$ cat src/rtl/loader_pkg.sv
// Shared types for the ioctl-to-SDRAM download loader.
package loader_pkg;

    localparam int unsigned WORD_W  = 32;
    localparam int unsigned WADDR_W = 23;
    localparam int unsigned BADDR_W = 25;
    localparam int unsigned BYTE_W  = 8;
    localparam int unsigned LANES   = 4;

    typedef logic [WORD_W-1:0]  word_t;
    typedef logic [WADDR_W-1:0] waddr_t;

    typedef struct packed {
        waddr_t waddr;
        word_t  data;
    } fifo_entry_t;

    typedef enum logic [0:0] {
        IDLE = 1'b0,
        REQ  = 1'b1
    } drain_state_t;

endpackage

$ cat src/rtl/loader_fifo.sv
// Small synchronous FIFO of packed words; a push while full is accepted only
// when a pop happens in the same cycle.
module loader_fifo
    import loader_pkg::*;
#(
    parameter int unsigned FIFO_DEPTH = 4,
    localparam int unsigned CW        = $clog2(FIFO_DEPTH) + 1
) (
    input  logic          clk,
    input  logic          reset_n,
    input  logic          i_push,
    input  fifo_entry_t   i_din,
    input  logic          i_pop,
    output fifo_entry_t   o_head_c,
    output logic          o_full_c,
    output logic          o_empty_c,
    output logic [CW-1:0] o_count_nxt_c
);

    localparam int unsigned AW = CW - 1;

    fifo_entry_t   r_mem [FIFO_DEPTH];
    logic [AW-1:0] r_wr_ptr;
    logic [AW-1:0] r_rd_ptr;
    logic [CW-1:0] r_cnt;
    logic          w_push_ok;
    logic          w_pop_ok;

    assign o_empty_c     = (r_cnt == '0);
    assign o_full_c      = (r_cnt == CW'(FIFO_DEPTH));
    assign w_pop_ok      = i_pop & ~o_empty_c;
    assign w_push_ok     = i_push & (~o_full_c | w_pop_ok);
    assign o_count_nxt_c = r_cnt + CW'(w_push_ok) - CW'(w_pop_ok);
    assign o_head_c      = r_mem[r_rd_ptr];

    always_ff @(posedge clk) begin
        if (w_push_ok) begin
            r_mem[r_wr_ptr] <= i_din;
        end
    end

    always_ff @(posedge clk or negedge reset_n) begin
        if (!reset_n) begin
            r_wr_ptr <= '0;
            r_rd_ptr <= '0;
            r_cnt    <= '0;
        end else begin
            if (w_push_ok) begin
                r_wr_ptr <= r_wr_ptr + AW'(1);
            end
            if (w_pop_ok) begin
                r_rd_ptr <= r_rd_ptr + AW'(1);
            end
            r_cnt <= o_count_nxt_c;
        end
    end

endmodule

$ cat src/rtl/ioctl_sdram_loader.sv
// Packs the ioctl download byte stream into little-endian 32-bit words,
// buffers them and writes them to SDRAM over a level req / pulse ack handshake.
module ioctl_sdram_loader
    import loader_pkg::*;
#(
    parameter int unsigned FIFO_DEPTH  = 4,
    parameter waddr_t      WORD_OFFSET = 23'h0
) (
    input  logic               clk,
    input  logic               reset_n,
    input  logic               ioctl_download,
    input  logic               ioctl_wr,
    input  logic [BADDR_W-1:0] ioctl_addr,
    input  logic [BYTE_W-1:0]  ioctl_data,
    output waddr_t             sdram_addr,
    output word_t              sdram_data,
    output logic               sdram_we,
    output logic               sdram_req,
    input  logic               sdram_ack,
    output logic               busy,
    output logic               overflow
);

    localparam int unsigned CW = $clog2(FIFO_DEPTH) + 1;

    logic             r_dl;
    logic [LANES-1:0] r_mask;
    word_t            r_word;
    waddr_t           r_waddr;

    logic [LANES-1:0] w_mask_nxt;
    logic [LANES-1:0] w_mask_cur;
    logic [LANES-1:0] w_mask_base;
    logic [LANES-1:0] w_mask_new;
    word_t            w_word_nxt;
    word_t            w_word_base;
    word_t            w_word_new;
    waddr_t           w_waddr_nxt;
    waddr_t           w_byte_waddr;
    logic [1:0]       w_lane;
    logic             w_dl_rise;
    logic             w_dl_fall;
    logic             w_push;
    fifo_entry_t      w_push_entry;

    logic             w_pop;
    logic             w_full;
    logic             w_empty;
    fifo_entry_t      w_head;
    logic [CW-1:0]    w_cnt_nxt;

    drain_state_t     r_state;
    drain_state_t     w_state_nxt;
    logic             r_req;
    waddr_t           r_addr;
    word_t            r_data;
    logic             r_busy;
    logic             r_ovf;

    assign w_byte_waddr = ioctl_addr[BADDR_W-1:2];
    assign w_lane       = ioctl_addr[1:0];
    assign w_dl_rise    = ioctl_download & ~r_dl;
    assign w_dl_fall    = ~ioctl_download & r_dl;
    // A new download session never inherits a stale partial word.
    assign w_mask_cur   = w_dl_rise ? '0 : r_mask;

    // Packer: lane merge, full-word flush, discontinuity and end-of-download flush.
    always_comb begin
        w_mask_nxt   = r_mask;
        w_word_nxt   = r_word;
        w_waddr_nxt  = r_waddr;
        w_mask_base  = w_mask_cur;
        w_word_base  = (w_mask_cur == '0) ? '0 : r_word;
        w_mask_new   = '0;
        w_word_new   = '0;
        w_push       = 1'b0;
        w_push_entry = '0;

        if (w_dl_fall) begin
            if (r_mask != '0) begin
                w_push       = 1'b1;
                w_push_entry = '{waddr: r_waddr + WORD_OFFSET, data: r_word};
                w_mask_nxt   = '0;
                w_word_nxt   = '0;
            end
        end else if (ioctl_wr && ioctl_download) begin
            if ((w_mask_cur != '0) && (w_byte_waddr != r_waddr)) begin
                w_push       = 1'b1;
                w_push_entry = '{waddr: r_waddr + WORD_OFFSET, data: r_word};
                w_mask_base  = '0;
                w_word_base  = '0;
            end
            w_word_new                         = w_word_base;
            w_word_new[{w_lane, 3'b000} +: 8]  = ioctl_data;
            w_mask_new                         = w_mask_base | (LANES'(1) << w_lane);
            w_waddr_nxt                        = w_byte_waddr;
            // A single fresh byte can never complete a word, so both pushes never coincide.
            if (w_mask_new == '1) begin
                w_push       = 1'b1;
                w_push_entry = '{waddr: w_byte_waddr + WORD_OFFSET, data: w_word_new};
                w_mask_nxt   = '0;
                w_word_nxt   = '0;
            end else begin
                w_mask_nxt = w_mask_new;
                w_word_nxt = w_word_new;
            end
        end else if (w_dl_rise) begin
            w_mask_nxt = '0;
        end
    end

    always_ff @(posedge clk or negedge reset_n) begin
        if (!reset_n) begin
            r_dl    <= 1'b0;
            r_mask  <= '0;
            r_word  <= '0;
            r_waddr <= '0;
        end else begin
            r_dl    <= ioctl_download;
            r_mask  <= w_mask_nxt;
            r_word  <= w_word_nxt;
            r_waddr <= w_waddr_nxt;
        end
    end

    loader_fifo #(
        .FIFO_DEPTH (FIFO_DEPTH)
    ) u_fifo (
        .clk           (clk),
        .reset_n       (reset_n),
        .i_push        (w_push),
        .i_din         (w_push_entry),
        .i_pop         (w_pop),
        .o_head_c      (w_head),
        .o_full_c      (w_full),
        .o_empty_c     (w_empty),
        .o_count_nxt_c (w_cnt_nxt)
    );

    // Drain FSM: pop in IDLE, hold the request until acked.
    always_comb begin
        w_state_nxt = r_state;
        w_pop       = 1'b0;
        case (r_state)
            IDLE: begin
                if (!w_empty) begin
                    w_pop       = 1'b1;
                    w_state_nxt = REQ;
                end
            end
            REQ: begin
                if (sdram_ack) begin
                    w_state_nxt = IDLE;
                end
            end
            default: w_state_nxt = IDLE;
        endcase
    end

    always_ff @(posedge clk or negedge reset_n) begin
        if (!reset_n) begin
            r_state <= IDLE;
            r_req   <= 1'b0;
            r_addr  <= '0;
            r_data  <= '0;
            r_busy  <= 1'b0;
            r_ovf   <= 1'b0;
        end else begin
            r_state <= w_state_nxt;
            r_req   <= (w_state_nxt == REQ);
            if (w_pop) begin
                r_addr <= w_head.waddr;
                r_data <= w_head.data;
            end
            r_busy <= (w_mask_nxt != '0) | (w_cnt_nxt != '0) | (w_state_nxt == REQ);
            if (w_push && w_full && !w_pop) begin
                r_ovf <= 1'b1;
            end
        end
    end

    assign sdram_addr = r_addr;
    assign sdram_data = r_data;
    assign sdram_req  = r_req;
    assign sdram_we   = r_req;
    assign busy       = r_busy;
    assign overflow   = r_ovf;

endmodule

$ cat config.mk
export PLATFORM = sky130hd
export DESIGN_NAME = ioctl_sdram_loader
export DESIGN_NICKNAME = d
export VERILOG_FILES = /design/src/rtl/loader_pkg.sv /design/src/rtl/loader_fifo.sv /design/src/rtl/ioctl_sdram_loader.sv
export SDC_FILE = /design/constraint.sdc
export NUM_CORES = 1
export LEC_CHECK = 0
export CORE_UTILIZATION = 45
export DETAILED_ROUTE_END_ITERATION = 16
export PLACE_DENSITY_LB_ADDON = 0.15
export SLEW_MARGIN = 20
export SYNTH_ARGS = -nofsm -noshare
export SYNTH_HDL_FRONTEND = slang
export SYNTH_HIERARCHICAL = 1
export SYNTH_SLANG_ARGS = --single-unit
$ cat constraint.sdc
create_clock -name clk -period 8.34 [get_ports clk]
set_input_delay 2.085 -clock clk [delete_from_list [all_inputs] [get_ports clk]]
set_output_delay 2.085 -clock clk [all_outputs]
set_load 0.01 [all_outputs]
# Yosys cells after proc, flatten, opt, wreduce, memory -nomap -nowiden
# Memory sizes are Yosys's and may differ from the RTL's. A register that Yosys moved wholly into a read port is not among the register bits.
# Cells that the tools add are included.
word_totals:
  reg_bits: 70
  latch_bits: 0
  ramBits: 220
  mem_bits_ro: 0
  inputBits: 38
  out_inout_bits: 59
  elab_cells: 85
  memories: 1
memory_table:
  columns: ["name", "words", "width", "rd", "rd_ports_with_merged_regs", "wr", "line_no", "text"]
  rows:
  - ["u_fifo.r_mem", 4, 55, 1, 1, 1, "loader_fifo.sv:22", "fifo_entry_t r_mem [FIFO_DEPTH];"]
classes:
  add_sub_neg: 5
  multipliers: 0
  n_div: 0
  order_cmp: 0
  n_eq_ne: 4
  n_shift: 3
  muxes: 33
  n_bitwise: 14
  n_reduce_logical: 15
op_table:
  columns: ["op", "count"]
  rows:
  - ["55-bit 2-to-1 mux", 5]
  - ["32-bit 2-to-1 mux", 8]
  - ["32-bit bitwise mux", 1]
  - ["4-bit 2-to-1 mux", 8]
  - ["8-bit by 7-bit variable shift with 32-bit output (first input constant)", 1]
  - ["8-bit by 7-bit indexed part select with 32-bit output", 1]
  - ["23-bit inequality test", 1]
  - ["4-bit nonzero test", 3]
  - ["1-bit 2-to-1 mux", 10]
  - ["5-bit negator with 7-bit output", 1]
  - ["1-bit inverter", 6]
  - ["2-bit by 1-bit adder with 2-bit output (second input constant)", 2]
  - ["1-bit bitwise AND", 4]
  - ["4-bit equality test (second input constant)", 1]
  - ["1-bit logical AND", 4]
  - ["4-bit logical NOT", 1]
  - ["4-bit bitwise OR", 1]
  - ["2-bit AND reduction", 2]
  - ["1-bit by 2-bit left shift with 4-bit output (first input constant)", 1]
  - ["3-bit by 1-bit adder with 3-bit output", 1]
  - ["3-bit equality test (second input constant)", 1]
  - ["3-bit logical NOT", 1]
  - ["1-bit bitwise OR", 3]
  - ["3-bit nonzero test", 1]
  - ["other kinds (5)", 6]

# Longest topological paths before layout
# Gate-level depths: netlist of run 1.
depth:
  word_depth: 19
  depth_mapped: 15
  mapped_depth_nobuf: 14

# Cells and area by module
# Netlist of run 1, hierarchy kept.
by_module_without_submodules:
  columns: ["module", "n_inst", "cells_per_inst", "area_each_um2", "seq_area_each_um2"]
  rows:
  - ["loader_fifo", 1, 322, 8378.0, 6781.5]
  - ["ioctl_sdram_loader", 1, 477, 5780.5, 2952.8]

# Worst setup path after synthesis of run 1
# OpenSTA, ideal clock, no wires.
synth_timing:
  path_kind: "input port to flip-flop"
  startpoint: "input ioctl_addr[17]"
  endpoint: "memory u_fifo/r_mem[0][0] in the netlist's numbering, enable pin"
  setup_ns: 0.419
  t_arrival_ns: 5.160
  setup_slack_ns: 2.761
  cell_stages: 9
  cell_sequence: "xnor2_1 nand4_1 nor4_4 a41o_2 nand3_4 buf_6 o211ai_1 a21boi_4 and2_1"
synth_between:
  elab_chain_len: 13
synth_rtl:
  columns: ["item", "line_no", "text"]
  rows:
  - ["from (decl)", "ioctl_sdram_loader.sv:13", "input logic [BADDR_W-1:0] ioctl_addr,"]
  - ["23-bit inequality test *", "ioctl_sdram_loader.sv:87", "if ((w_mask_cur != '0) && (w_byte_waddr != r_waddr)) begin"]
  - ["1-bit logical AND *", "ioctl_sdram_loader.sv:87", null]
  - ["4-bit 2-to-1 mux", "ioctl_sdram_loader.sv:87", null]
  - ["4-bit 2-to-1 mux", "ioctl_sdram_loader.sv:86", "end else if (ioctl_wr && ioctl_download) begin"]
  - ["4-bit 2-to-1 mux", "ioctl_sdram_loader.sv:79", "if (w_dl_fall) begin"]
  - ["4-bit bitwise OR", "ioctl_sdram_loader.sv:95", "w_mask_new = w_mask_base | (LANES'(1) << w_lane);"]
  - ["4-bit equality test", "ioctl_sdram_loader.sv:98", "if (w_mask_new == '1) begin"]
  - ["1-bit 2-to-1 mux *", "ioctl_sdram_loader.sv:98", null]
  - ["1-bit 2-to-1 mux *", "ioctl_sdram_loader.sv:86", null]
  - ["1-bit 2-to-1 mux *", "ioctl_sdram_loader.sv:79", null]
  - ["net w_push", "ioctl_sdram_loader.sv:43", "logic w_push;"]
  - ["1-bit bitwise AND *", "loader_fifo.sv:32", "assign w_push_ok = i_push & (~o_full_c | w_pop_ok);"]
  - ["1-bit 2-to-1 mux *", "loader_fifo.sv:37", "if (w_push_ok) begin"]
  - ["1-bit 2-to-1 mux (implied by the code) *", "loader_fifo.sv:38", "r_mem[r_wr_ptr] <= i_din;"]
  - ["to (decl)", "loader_fifo.sv:22", null]
# The timed path passes the listed nets; every way through them passes the cells marked *. The select of a mux whose other input is x is not followed.

# Final worst setup path of run 1
layout_timing:
  startpoint: "input ioctl_addr[17]"
  endpoint: "register r_busy (netlist: busy)"
layout_between:
  elab_chain_len: 16
layout_rtl:
  columns: ["item", "line_no", "text"]
  rows:
  - ["23-bit inequality test *", "ioctl_sdram_loader.sv:87", null]
  - ["1-bit logical AND *", "ioctl_sdram_loader.sv:87", null]
  - ["4-bit 2-to-1 mux", "ioctl_sdram_loader.sv:87", null]
  - ["4-bit 2-to-1 mux", "ioctl_sdram_loader.sv:86", null]
  - ["4-bit 2-to-1 mux", "ioctl_sdram_loader.sv:79", null]
  - ["4-bit bitwise OR", "ioctl_sdram_loader.sv:95", null]
  - ["4-bit equality test", "ioctl_sdram_loader.sv:98", null]
  - ["1-bit 2-to-1 mux *", "ioctl_sdram_loader.sv:98", null]
  - ["1-bit 2-to-1 mux *", "ioctl_sdram_loader.sv:86", null]
  - ["1-bit 2-to-1 mux *", "ioctl_sdram_loader.sv:79", null]
  - ["net w_push", "ioctl_sdram_loader.sv:43", null]
  - ["1-bit bitwise AND *", "loader_fifo.sv:32", null]
  - ["3-bit by 1-bit adder with 3-bit output *", "loader_fifo.sv:33", "assign o_count_nxt_c = r_cnt + CW'(w_push_ok) - CW'(w_pop_ok);"]
  - ["3-bit by 1-bit subtractor with 3-bit output *", "loader_fifo.sv:33", null]
  - ["net w_cnt_nxt[1]", "ioctl_sdram_loader.sv:50", "logic [CW-1:0] w_cnt_nxt;"]
  - ["3-bit nonzero test *", "ioctl_sdram_loader.sv:175", "r_busy <= (w_mask_nxt != '0) | (w_cnt_nxt != '0) | (w_state_nxt == REQ);"]
  - ["1-bit bitwise OR * (2 in series)", "ioctl_sdram_loader.sv:175", null]
  - ["to (signal assigned)", "ioctl_sdram_loader.sv:175", null]
  - ["to (decl)", "ioctl_sdram_loader.sv:57", "logic r_busy;"]
# Marks and branches as above.
# A chain may end at the register's enable or synchronous reset.

==> results.yml, run 1 <==
status:
  status: "finished, final reports clean"
run:
  drv_cap: 0
timing:
  fin_ws_ns: 2.25
  tightest_slew_ns: 0.985
  timing.final.crit_period_ns: 6.09
  maxSlewViolCount: 0
  holdWs_ns: 0.491
  finalSetupViolCount: 0
  hold_viol: 0
  fmax_mhz: 164
  rsz0062_at_grt: "false"
  tns_ns: 0
  fin_skew_ns: 0.0176
  max_slew_margin_pct: 34.3
  fin_crit_sh_pct: 73.0
worst_setup_path:
  crit_arrival_ns: 6.48
  crit_required_ns: 8.73
  worst-setup-path-type: "input pin to flip-flop"
  reg2regPathDepth: 12
  critPathCapture: "busy$_DFF_PN0_"
  ff2ff_setup_slack_ns: 3.92
  start_kind: "input pin"
  slowest_stage: "or4_1"
  rr_endpoint: "busy$_DFF_PN0_"
  critPathMaxStageDelay_ns: 0.54
  crit_chain: "clkdlybuf4s50_1 -> xnor2_1 -> nand4_1 -> nor4_4 -> a41o_2 -> nand3_4 -> o211ai_1 -> a21boi_4 -> a21bo_2 -> ha_1 -> fa_1 -> or4_1 -> a2111o_1"
  endpoint_kind: "flip-flop"
  rr_startpoint: "r_waddr[15]$_DFFE_PN0P_"
  critical_path.startpoint: "ioctl_addr[17]"
  path_max_fanout: 12
logic_synthesis:
  ys_warn_count: 6
  synthTopCellsByArea: "edfxtp_1 (47%), dfrtp_1 (22%), mux4_2 (8.7%)"
  syn_nets: 851
  netlist_instances: 799
  synthTopCellsByCount: "edfxtp_1 (220), dfrtp_1 (125), nand2_1 (79)"
  synth_most_common_cell: "edfxtp_1"
  async_flop_share_pct: 36.2
  synth_seq_cells: 345
  synth_top_cell_by_area: "edfxtp_1"
  syn_area_per_cell_um2: 17.7
  synth_seq_area_share_pct: 68.8
  ys.flop_type: "edfxtp_1"
  yosysTopAreaCellShare_pct: 46.7
  ys_types: 58
  synth_edf_count: 220
  syn_area_um2: 14200
grt:
  antenna_found_initial: 0
  overflow: 0
  grt_max_degree: 66
  grt_util_met3_pct: 3.31
  track_usage_pct: 18.8
  grt_pass1_vias: 8021
  grt_pass1_wl_um: 45500
  top_usage_layer: "met2"
  use_met2_pct: 32.5
  grt_util_met1_pct: 24.3
clocking:
  root_buffer: "clkbuf_16"
  cts_sinks: 345
  cts_buffer_depth: 3
  post_cts_buffers: 0
  clock_latency_ns: 0.52
  clk_pin_slew_ns: 0.06
  cts_buffers: 38
  post_cts_resized: 0
  cts_htree_levels: 2
  cts_tree: "yes"
  postCtsHoldBufs: 0
cells_and_area:
  num-fill-cells: 2426
  drive_gt1_share_pct: 22.0
  finish.utilization_pct: 54.3
  final_area_um2: 16700
  diodes: 0
  stdcell_count: 1322
  syn_to_final_growth_pct: 17.9
  nNetsFinal: 950
floorplan:
  fp.dieArea_um2: 32200
  core_area_um2: 30700
  die_h_um: 179
  die_x_um: 179
  pin_count: 97
  start_util_pct: 46.0
  row_count: 64
place:
  place_inst: 1254
  pre_cts_slack_ns: 1.75
  portBuffers: 96
  dp_hpwl_um: 17800
  placed_area_um2: 15500
  gp_congestion: 0.821
drt:
  drtIter0Drc: 560
  drt_pass1_iterations: 14
  ant_nets: 0
  drcViolationCount: 0
  vias: 7568
  via_per_inst: 5.72
  wl_per_cell_um: 21.8
  totalWireLength_um: 28900
power_and_ir_drop:
  ir_worst_vdd_mv: 0.200
  leakage_nw: 6.13
  comb_power_share_pct: 24.9
  internal_power_mw: 3.86
  clkPwrFrac_pct: 31.4
  power_density_nw_per_um2: 314
  finalPower_mw: 5.24
  seqPwrFrac_pct: 43.7
  power_switching_mw: 1.38
  switching_share_pct: 26.3
worst_hold_path:
  hp-class: "flip-flop to flip-flop"
worst max-delay path, delay by kind of cell:
family,cells,cell delay [ns]
AOI/OAI and AO/OA,5,1.63
and+or+nand+nor,4,1.47
xor gates and xnor gates,1,0.15
adders and majority gates,2,0.62
buffers and inverters,1,0.52
placed cells by master (no fill, tap or decap), types with 3 or more instances in the layout:
cell type	instances
edfxtp_1	220
dfrtp_1	123
clkdlybuf4s50_1	95
nand2_1	79
a22o_1	56
mux2_2	55
mux4_2	55
clkbuf_16	40
a32o_1	32
xnor2_1	23
ha_1	13
clkbuf_1	13
inv_1	9
nor2_1	8
buf_4	8
o31ai_4	7
nand4_1	5
xor2_1	5
nand3_1	5
clkinv_2	5
a21oi_1	4
nor3_4	4
clkbuf_8	4
and2_4	4
and3_1	3
bufinv_16	3
flip-flops by register name, indices dropped and copies added (netlist names):
| name | cells |
|---|---|
| busy | 1 |
| r_mask | 4 |
| sdram_req | 1 |
| u_fifo/r_mem | 220 |
| sdram_data | 32 |
| overflow | 1 |
| r_dl | 1 |
| r_word | 32 |
| u_fifo/r_rd_ptr | 2 |
| sdram_addr | 23 |
| r_waddr | 23 |
| u_fifo/r_wr_ptr | 2 |
| u_fifo/r_cnt | 3 |
final cells by class:
class                      instances  area [um2]  area share [%]
clock inverter                    11         131           0.787
timing repair buffer             103        1010            6.06
clock buffer                      57        1100            6.62
inverter                           9        33.8           0.202
tap                              396         495            2.97
multi-input combinational        401        4170            25.0
sequential                       345        9740            58.4
routing by layer:
metal / vias to the layer above / part of all wire (%)
met5: - / 0
met4: 0 / 2.1
met3: 51 / 5.1
met2: 250 / 51
met1: 3916 / 42
li1: 3351 / -
kinds of logic after synthesis:
| family | count (synthesis) | synth area share (%) |
|---|---|---|
| mux | 112 | 13.3 |
| simple gates | 128 | 4.75 |
| buf+inv | 53 | 1.92 |
| flops | 345 | 68.8 |
| compound gates | 119 | 8.26 |
| fa+ha+maj | 14 | 1.29 |
| xor+xnor | 28 | 1.73 |
worst min path at each step:
stage	from	endpoint	slack [ns]	cells after the start
2_1_floorplan	r_word[0]$_DFFE_PN0P_	r_word[0]$_DFFE_PN0P_	0.47	1
3_3_place_gp	r_word[30]$_DFFE_PN0P_	r_word[30]$_DFFE_PN0P_	0.48	1
3_5_place_dp	r_word[31]$_DFFE_PN0P_	r_word[31]$_DFFE_PN0P_	0.48	1
4_1_cts	r_word[31]$_DFFE_PN0P_	r_word[31]$_DFFE_PN0P_	0.49	1
5_1_grt	r_word[1]$_DFFE_PN0P_	r_word[1]$_DFFE_PN0P_	0.51	1
6_report	r_word[29]$_DFFE_PN0P_	r_word[29]$_DFFE_PN0P_	0.49	1
power groups by stage:
stage | clock network, mW | logic [mW] | registers [mW]
after floorplan | 0 | 0.825 | 2.30
after global placement | 0 | 1.31 | 2.31
after detailed placement | 0 | 1.33 | 2.33
after CTS | 1.68 | 1.33 | 2.30
after global routing | 1.76 | 1.41 | 2.33
final | 1.65 | 1.30 | 2.29
(Power assumes the default switching activity.)
==> run 2, diff against run 1 <==
clock period = 6.35 ns   (was 8.34 ns; I/O delays follow)
==> run 2 against run 1 <==
Effect of this change:
- cell count is 0.83% higher
- register-to-register slack worse by 1.6 ns
- critical path type unchanged
- critical path depth increased by 1
- largest power group unchanged
==> results.yml, run 2 (synthesis gave the netlist of run 1 again) <==
timing:
  tns_ns: 0
  timing.final.crit_period_ns: 5.21
  fmax_mhz: 192
  finalSetupViolCount: 0
  fin_ws_ns: 1.14
  maxSlewViolCount: 0
  rsz0062_at_grt: "false"
  tightest_slew_ns: 0.968
  fin_crit_sh_pct: 82.1
  max_slew_margin_pct: 35.4
  hold_viol: 0
  fin_skew_ns: 0.0158
worst_setup_path:
  rr_startpoint: "r_waddr[17]$_DFFE_PN0P_"
  endpoint_kind: "flip-flop"
  crit_required_ns: 6.74
  slowest_stage: "nor4_2"
  crit_arrival_ns: 5.60
  critPathBufInv: 1
  worst-setup-path-type: "input pin to flip-flop"
  start_kind: "input pin"
  rr_endpoint: "busy$_DFF_PN0_"
  critPathMaxStageDelay_ns: 0.49
  critical_path.startpoint: "ioctl_addr[19]"
  path_max_fanout: 7
  crit_chain: "clkdlybuf4s50_1 -> xnor2_1 -> nand4_1 -> nor4_2 -> a41o_2 -> nand3_4 -> o211ai_1 -> or2_2 -> a21bo_2 -> ha_1 -> fa_1 -> xnor2_1 -> or4_1 -> a2111o_1"
  ff2ff_setup_slack_ns: 2.33
  cp_top_family: "simple AND/OR/NAND/NOR gates"
  reg2regPathDepth: 13
  crit_top_cell: "xnor2_1"
power_and_ir_drop:
  switching_share_pct: 26.2
  ir_worst_vdd_mv: 0.312
  internal_power_mw: 5.09
  clkPwrFrac_pct: 31.6
  comb_power_share_pct: 25.3
  seqPwrFrac_pct: 43.1
  leakage_nw: 6.20
  power_switching_mw: 1.80
  power_density_nw_per_um2: 411
drt:
  vias: 7571
  ant_nets: 0
  totalWireLength_um: 28500
  drt_pass1_iterations: 13
  wl_per_cell_um: 21.4
  drtIter0Drc: 494
  via_per_inst: 5.68
  drcViolationCount: 0
cells_and_area:
  diodes: 0
  top_register: "u_fifo/r_mem"
  largest_reg_flops: 220
  nNetsFinal: 961
  drive_gt1_share_pct: 23.5
  layout_commonest_cell: "edfxtp_1"
  stdcell_count: 1333
  mostFrequentLayoutCells: "edfxtp_1 (220), dfrtp_1 (123), clkdlybuf4s50_1 (95)"
  syn_to_final_growth_pct: 18.5
  register_area_um2: 9740
  num-fill-cells: 2450
  multi_input_area_um2: 4170
clocking:
  cts_sinks: 345
  postCtsHoldBufs: 0
  cts_htree_levels: 2
  clock_latency_ns: 0.52
  root_buffer: "clkbuf_16"
  clk_pin_slew_ns: 0.06
  cts_buffers: 37
  post_cts_resized: 0
  post_cts_buffers: 0
  cts_buffer_depth: 3
  cts_tree: "yes"
floorplan:
  core_area_um2: 30700
  row_count: 64
  die_x_um: 179
  start_util_pct: 46.0
  die_h_um: 179
  fp.dieArea_um2: 32200
  pin_count: 97
place:
  gp_congestion: 0.840
  portBuffers: 96
  pre_cts_slack_ns: 0.557
  dp_hpwl_um: 18600
  place_inst: 1266
run:
  drv_cap: 0
grt:
  track_usage_pct: 18.7
  antenna_found_initial: 0
  grt_pass1_wl_um: 45100
  overflow: 0
  grt_max_degree: 61
  grt_pass1_vias: 8102
worst_hold_path:
  whs_endpoint: "r_word[12]$_DFFE_PN0P_"
  hp-class: "flip-flop to flip-flop"
  min_path_cells: 1
  hold_path.startpoint: "r_word[12]$_DFFE_PN0P_"
status:
  status: "finished, final reports clean"
run 2: changes by cell type in the layout (fill, tap and decap cells not counted), sizes merged:
cell,before,now
clkinv,7,12
clkinvlp,0,1
buf,8,20
clkbuf,57,48
bufinv,3,5
run 2: routing by layer:
metal | share of wire [%] | routed length [um] | track usage (%)
met5 | 0 | 0 | 0
met4 | 2.5 | 719 | 5.95
met3 | 5.4 | 1540 | 4.14
met2 | 51 | 14500 | 31.7
met1 | 41 | 11700 | 23.9
run 2: final cells by class:
| type | instances | area share [%] |
|---|---|---|
| clock buffer | 48 | 6.08 |
| clock inverter | 19 | 1.36 |
| inverter | 9 | 0.201 |
| multi-input combinational | 401 | 24.8 |
| sequential | 345 | 58.0 |
| tap | 396 | 2.95 |
| timing repair buffer | 115 | 6.56 |
run 2: power groups by stage:
stage | registers, mW | clock network, mW | logic, mW
floorplan | 3.02 | 0 | 1.08
global placement | 3.01 | 0 | 1.74
detailed placement | 3.03 | 0 | 1.78
CTS | 2.99 | 2.23 | 1.79
global route | 3.03 | 2.32 | 1.90
finish | 2.97 | 2.18 | 1.74
run 2: per-stage QoR:
step | utilization [%] | cell area (um2) | hold WS (ns) | total power, mW
floorplan | - | 14200 | 0.466 | 4.10
global placement | 50.5 | 15500 | 0.476 | 4.75
detailed placement | 50.5 | 15500 | 0.481 | 4.81
CTS | 54.6 | 16800 | 0.496 | 7.01
global route | 54.6 | 16800 | 0.504 | 7.25
finish | 54.6 | 16800 | 0.495 | 6.89
run 2: worst max-delay path by stage:
stage | slack (ns) | depth (start not counted) | to
6_report | 1.14 | 14 | busy$_DFF_PN0_
5_1_grt | 0.85 | 13 | busy$_DFF_PN0_
4_1_cts | 1.10 | 14 | busy$_DFF_PN0_
3_5_place_dp | 0.56 | 14 | busy$_DFF_PN0_
3_3_place_gp | 0.73 | 14 | busy$_DFF_PN0_
2_1_floorplan | 1.27 | 9 | u_fifo/r_mem[0][0]$_DFFE_PP_
run 2: worst reg2reg max path, cell delays in order (launching register included):
cell and delay [ns]:
dfrtp_1 0.40, xnor2_1 0.19, nand4_1 0.13, nor4_2 0.49
a41o_2 0.34, nand3_4 0.08, o211ai_1 0.25, or2_2 0.19
a21bo_2 0.22, ha_1 0.19, fa_1 0.41, xnor2_1 0.15
or4_1 0.47, a2111o_1 0.39
